**config.mk**
```make
export PLATFORM = sky130hd
export DESIGN_NAME = fetch_unit_flat
export DESIGN_NICKNAME = d
export VERILOG_FILES = /design/src/rtl/fetch_unit_if.sv /design/src/rtl/fetch_unit.sv /design/src/flat_wrapper.sv
export SDC_FILE = /design/constraint.sdc
export NUM_CORES = 1
export LEC_CHECK = 0
export CAP_MARGIN = 20
export CORE_UTILIZATION = 44
export CTS_BUF_LIST = sky130_fd_sc_hd__clkbuf_8
export CTS_CLUSTER_SIZE = 30
export DETAILED_ROUTE_END_ITERATION = 12
export GPL_ROUTABILITY_DRIVEN = 0
export GPL_TIMING_DRIVEN = 1
export HOLD_SLACK_MARGIN = 0.12
export PLACE_DENSITY = 0.84
export REMOVE_ABC_BUFFERS = 1
export SKIP_CTS_REPAIR_TIMING = 1
export SLEW_MARGIN = 20
export SYNTH_ARGS = -nofsm -noshare
export SYNTH_HDL_FRONTEND = slang
export SYNTH_SLANG_ARGS = --single-unit
```
**constraint.sdc**
```tcl
create_clock -name CLK -period 2.7 [get_ports CLK]
set_input_delay 0.405 -clock CLK [delete_from_list [all_inputs] [get_ports CLK]]
set_output_delay 0.405 -clock CLK [all_outputs]
set_load 0.005 [all_outputs]
```
**src/rtl/fetch_unit_if.sv**
```systemverilog
// Fetch-unit signal bundle: instruction-memory side, hazard controls,
// and the values presented to the fetch/decode latch.
interface fetch_unit_if #(
  parameter int WORD_W = 32
);
  logic              ihit;
  logic [WORD_W-1:0] imemload;
  logic              stall;
  logic              redirect;
  logic [WORD_W-1:0] redirect_pc;
  logic              halt;
  logic              imemREN;
  logic [WORD_W-1:0] imemaddr;
  logic              fetch_valid;
  logic [WORD_W-1:0] fetch_instr;
  logic [WORD_W-1:0] pc;
  logic [WORD_W-1:0] pc4;
  logic [WORD_W-1:0] next_pc;

  modport master (
    input  ihit, imemload, stall,
    input  redirect, redirect_pc, halt,
    output imemREN, imemaddr, fetch_valid,
    output fetch_instr, pc, pc4, next_pc
  );

  modport slave (
    output ihit, imemload, stall,
    output redirect, redirect_pc, halt,
    input  imemREN, imemaddr, fetch_valid,
    input  fetch_instr, pc, pc4, next_pc
  );
endinterface

```
**src/rtl/fetch_unit.sv**
```systemverilog
// Instruction-fetch stage: owns the PC, holds the address across misses
// and defers redirects that land while a miss is outstanding.
module fetch_unit #(
  parameter int                WORD_W  = 32,
  parameter logic [WORD_W-1:0] PC_INIT = '0
) (
  input logic          CLK,
  input logic          nRST,
  fetch_unit_if.master fif
);
  typedef enum logic [1:0] {
    RUN,
    SQUASH,
    HALT
  } state_t;

  state_t            state, state_n;
  logic [WORD_W-1:0] pc_q, pc_n;
  logic [WORD_W-1:0] pend_q, pend_n;
  logic [WORD_W-1:0] pc4_w;
  logic              fv;

  assign pc4_w = pc_q + WORD_W'(4);

  always_ff @(posedge CLK or negedge nRST) begin
    if (!nRST) begin
      state  <= RUN;
      pc_q   <= PC_INIT;
      pend_q <= '0;
    end else begin
      state  <= state_n;
      pc_q   <= pc_n;
      pend_q <= pend_n;
    end
  end

  always_comb begin
    state_n = state;
    pc_n    = pc_q;
    pend_n  = pend_q;
    fv      = 1'b0;
    unique case (state)
      RUN: begin
        if (fif.halt) begin
          state_n = HALT;
        end else if (fif.redirect) begin
          if (fif.ihit) begin
            pc_n = fif.redirect_pc;
          end else begin
            pend_n  = fif.redirect_pc;
            state_n = SQUASH;
          end
        end else if (fif.ihit) begin
          fv = 1'b1;
          if (!fif.stall) pc_n = pc4_w;
        end
      end
      SQUASH: begin
        // the in-flight fetch is wrong-path; only its completion matters
        if (fif.halt) begin
          state_n = HALT;
        end else if (fif.redirect) begin
          pend_n = fif.redirect_pc;
          if (fif.ihit) begin
            pc_n    = fif.redirect_pc;
            state_n = RUN;
          end
        end else if (fif.ihit) begin
          pc_n    = pend_q;
          state_n = RUN;
        end
      end
      HALT: begin
        state_n = HALT;
      end
      default: begin
        state_n = RUN;
      end
    endcase
  end

  always_comb begin
    fif.next_pc = pc4_w;
    if (state != HALT && !fif.halt && fif.redirect) begin
      fif.next_pc = fif.redirect_pc;
    end else if (state == SQUASH) begin
      fif.next_pc = pend_q;
    end
  end

  assign fif.imemREN     = (state != HALT);
  assign fif.imemaddr    = pc_q;
  assign fif.fetch_valid = fv;
  assign fif.fetch_instr = fif.imemload;
  assign fif.pc          = pc_q;
  assign fif.pc4         = pc4_w;
endmodule

```
**src/flat_wrapper.sv**
```systemverilog
// flat-port wrapper written by rule: the top's interface ports become plain ports
module fetch_unit_flat 
#(
  parameter int                WORD_W  = 32,
  parameter logic [WORD_W-1:0] PC_INIT = '0
)
  (CLK, nRST, fif_ihit, fif_imemload, fif_stall, fif_redirect, fif_redirect_pc, fif_halt, fif_imemREN, fif_imemaddr, fif_fetch_valid, fif_fetch_instr, fif_pc, fif_pc4, fif_next_pc);
  fetch_unit_if #(.WORD_W(WORD_W)) fif_i ();
  input logic CLK;
  input logic nRST;
  input wire logic [$bits(fif_i.ihit)-1:0] fif_ihit;
  input wire logic [$bits(fif_i.imemload)-1:0] fif_imemload;
  input wire logic [$bits(fif_i.stall)-1:0] fif_stall;
  input wire logic [$bits(fif_i.redirect)-1:0] fif_redirect;
  input wire logic [$bits(fif_i.redirect_pc)-1:0] fif_redirect_pc;
  input wire logic [$bits(fif_i.halt)-1:0] fif_halt;
  output wire logic [$bits(fif_i.imemREN)-1:0] fif_imemREN;
  output wire logic [$bits(fif_i.imemaddr)-1:0] fif_imemaddr;
  output wire logic [$bits(fif_i.fetch_valid)-1:0] fif_fetch_valid;
  output wire logic [$bits(fif_i.fetch_instr)-1:0] fif_fetch_instr;
  output wire logic [$bits(fif_i.pc)-1:0] fif_pc;
  output wire logic [$bits(fif_i.pc4)-1:0] fif_pc4;
  output wire logic [$bits(fif_i.next_pc)-1:0] fif_next_pc;
  assign fif_i.ihit = fif_ihit;
  assign fif_i.imemload = fif_imemload;
  assign fif_i.stall = fif_stall;
  assign fif_i.redirect = fif_redirect;
  assign fif_i.redirect_pc = fif_redirect_pc;
  assign fif_i.halt = fif_halt;
  assign fif_imemREN = fif_i.imemREN;
  assign fif_imemaddr = fif_i.imemaddr;
  assign fif_fetch_valid = fif_i.fetch_valid;
  assign fif_fetch_instr = fif_i.fetch_instr;
  assign fif_pc = fif_i.pc;
  assign fif_pc4 = fif_i.pc4;
  assign fif_next_pc = fif_i.next_pc;
  fetch_unit #(.WORD_W(WORD_W), .PC_INIT(PC_INIT)) u_core (.CLK(CLK), .nRST(nRST), .fif(fif_i));
endmodule
```
==> run metrics <==
result of the run=finished, violations left; failing checks=setup timing; initial core utilization=0.451; via count of the routed design=6239; total clock buffers created by CTS=9; fin crit period=around 3.1 ns; remaining routing DRC violations=0; fraction of power consumed by combinational cells=0.660; transition time at the pin with the least slew margin=between 0.4 and 0.5 ns; Post-Syn Area=0.00512 mm²; overall power=roughly 0.0079 W; number of iterations in the first detailed-routing pass=6; first-pass GRT wire length=between 20000 and 30000 µm; number of nets at the end of the flow=~880; antenna diode instance count=0; area of the die=around 0.012 mm²; fraction of layout instances using a drive strength above 1=0.345; clock-pin slew of the registers on the worst-case setup and hold paths=0.07 ns; switching share of power=0.387; Peak VDD IR=roughly 730 µV; Cell Area, Placed=roughly 0.0071 mm²; worst hold path cell count=1; Clk Tree Root Cell=clkbuf_8; total count of hold-check failures in the final report=0; setup slack after placement=-0.135 ns; number of H-tree levels=3; CP max FO=4; required time of the critical path=around 2.3 ns; internal power=between 0.004 and 0.005 W; min setup slack post-route=-0.390 ns; post-route clock period utilization=1.14; Seq/Total Area, Yosys=0.322; worst r2r dst=u_core.fif.imemaddr[31]; post-route ant nets=0; DRC marker count from the first detailed-route iteration=754; Design Area, Final=a little over 0.008 mm²; power density of the placed cells=around 980 mW/mm²; final setup violation count=24; type of the worst min-delay path=reg2reg; Routed WL per cell=23.5 µm; cell row count=39; Clk network pwr share=0.105; Reg-to-Reg Start=u_core.fif.imemaddr[23]; Synthesis Warnings=0; arithmetic-cell share of the synthesized area counting full adders, half adders and majority gates=0.00244; total clock sinks=between 60 and 70; share of synthesized registers carrying an async set or reset=1.00; final core utilization=0.711; part of the total power dissipated in sequential elements=0.236; CP arrival=between 2 and 3 ns; capturing element type of the critical path=output pin; number of global-route vias before repair=5538; Switch Pwr=roughly 0.003 W; CTS tree=yes; post-synthesis share of cell area spent on and, or, nand and nor gates=0.190; unique cell type count in the Yosys netlist=65; Core Region=approximately 0.011 mm²; largest net degree at the start of global routing=67; leakage component of the power=roughly 3.8 nW; leading cell types by total area after synthesis=dfrtp_1 (32%), buf_4 (9.7%), mux2_2 (7.9%), o21ai_0 (3.9%), mux2i_1 (3.7%); insertion delay to the later sink of the worst-skew pair=between 0.3 and 0.4 ns; synthesized-area fraction occupied by xor and xnor cells=0.0376; worst r2r path cells=6; Avg Cell Area, Syn=approximately 8.5 µm²; list of most frequent post-synthesis cells=buf_4 (66), dfrtp_1 (66), nand2_1 (45); maximum clock frequency=about 320 MHz; Chip Height=110 µm; fraction of the mapped netlist area in compound gates=0.194; slack of the worst reg-to-reg path=between 0.2 and 0.3 ns; Max Transition Viols Final=0; fraction of post-synthesis cell area in the top cell type by area=0.322; global-route congestion overflow total=0; overall routing resource usage=0.312; most area-hungry cell type in the Yosys netlist=dfrtp_1; largest family of logic cells by synthesized area=compound AO/OA/AOI/OAI gates; mean number of vias per cell=roughly 6.5; io pins=between 200 and 250; P&R area growth vs syn=57.7%; Hold EP=u_core.pend_q[11]; primary flip-flop cell chosen by synthesis mapping=dfrtp_1; number of enable-type register cells in the synthesized netlist=0; multiplexer area fraction after synthesis=0.116; wirelength, routed=~22000 µm; worst hold slack across all endpoints=0.517 ns; Bufs on Longest Clock Path=2; number of port buffers=between 150 and 200; Max transition margin=0.676; startpoint type of the worst setup path=register; Chip Width=approximately 110 µm; antenna violations before repair=0; Maximum Capacitance Violations=0; total of flip-flops plus latches after synthesis=66; maximum clock skew at final layout=0.0156 ns; RSZ-0062 raised after global routing=yes; half-perimeter wire length after detailed placement=between 10000 and 15000 µm; type of the worst setup path=reg2out; synthesized netlist cell count=~600; startpoint of the tightest hold check path=u_core.pend_q[11]
==> cells in the final DEF (no fill, tap or decap), types with 5 or more instances in the layout <==
master / count
nand3_1: 20
nor2_1: 34
or3_1: 5
and3_1: 10
or3_4: 5
a221o_1: 9
xnor2_2: 10
a21oi_1: 35
clkbuf_2: 11
clkbuf_8: 13
o21ai_0: 29
clkdlybuf4s50_1: 114
buf_4: 119
o22a_1: 6
inv_1: 12
a31oi_1: 14
nand2_1: 43
buf_2: 7
dfrtp_1: 63
buf_6: 17
nor4_4: 5
nand4_1: 9
o31a_1: 5
o21ai_1: 10
xor2_1: 5
mux2_2: 33
nor3_1: 9
dlymetal6s2s_1: 30
mux2i_1: 19
o22ai_1: 6
==> registers in the layout (all words and copies together), names as in the netlist <==
name                 cells
u_core.fif.imemaddr     32
u_core.pend_q           32
u_core.state             2
==> worst max-delay path, cell delays in order (launching register included) <==
cell	delay [ns]
dfrtp_1	0.41
ha_2	0.20
nand4_1	0.14
buf_6	0.18
nor2_2	0.07
or4b_4	0.52
xnor2_4	0.18
buf_4	0.14
a221o_1	0.35
clkbuf_2	0.14
==> area by class of cell <==
| class | count | area (µm²) |
|---|---|---|
| fill | 777 | 3290 |
| multi-input combinational | 415 | 3230 |
| timing repair buffer | 303 | 2780 |
| sequential | 66 | 1660 |
| clock buffer | 13 | 179 |
| tap | 143 | 179 |
| inverter | 13 | 48.8 |
| clock inverter | 2 | 10.0 |
==> how the worst max path moves through the flow <==
stage                                 startpoint                to  cells after the start
after global placement    u_core.fif.imemaddr[2]   fif_next_pc[22]                      8
final                     u_core.fif.imemaddr[3]   fif_next_pc[26]                      9
after global routing      u_core.fif.imemaddr[3]   fif_next_pc[22]                      9
after floorplan                         fif_ihit  u_core.pend_q[0]                      3
after detailed placement  u_core.fif.imemaddr[3]   fif_next_pc[22]                      8
after CTS                 u_core.fif.imemaddr[3]   fif_next_pc[22]                      8
==> power by group through the flow <==
stage	Sequential [W]	Clock, W	Combinational (W)
2_1_floorplan	0.00198	0	0.00144
3_3_place_gp	0.00177	0	0.00445
3_5_place_dp	0.00181	0	0.00457
4_1_cts	0.00179	0.000818	0.00460
5_1_grt	0.00190	0.000858	0.00551
6_report	0.00187	0.000830	0.00523
==> per-stage QoR <==
| step | TNS, ns | instances |
|---|---|---|
| 2_1_floorplan | -1.57 | 494 |
| 3_3_place_gp | -0.187 | 899 |
| 3_5_place_dp | -0.677 | 899 |
| 4_1_cts | -12.96 | 914 |
| 5_1_grt | -4.54 | 955 |
| 6_report | -3.27 | 955 |
==> kinds of logic (layout without fill, tap and decap cells) <==
family                   count (synthesis)  in the layout
buffers and inverters                  120            331
multiplexers                            55             55
adder cells (fa/ha/maj)                  1              1
XOR/XNOR                                22             22
AO/OA/AOI/OAI                          152            152
AND/OR/NAND/NOR                        185            185
flip-flops                              66             66
==> per-layer routing <==
layer  global-route usage  up-vias  routed length [µm]
li1                     -     2540                   -
met1                0.392     2975                8090
met2                0.488      593               10300
met3               0.0948      129                2890
met4                0.140        2                1080
met5               0.0402        -                  57
Power figures use the tool's default switching activity.
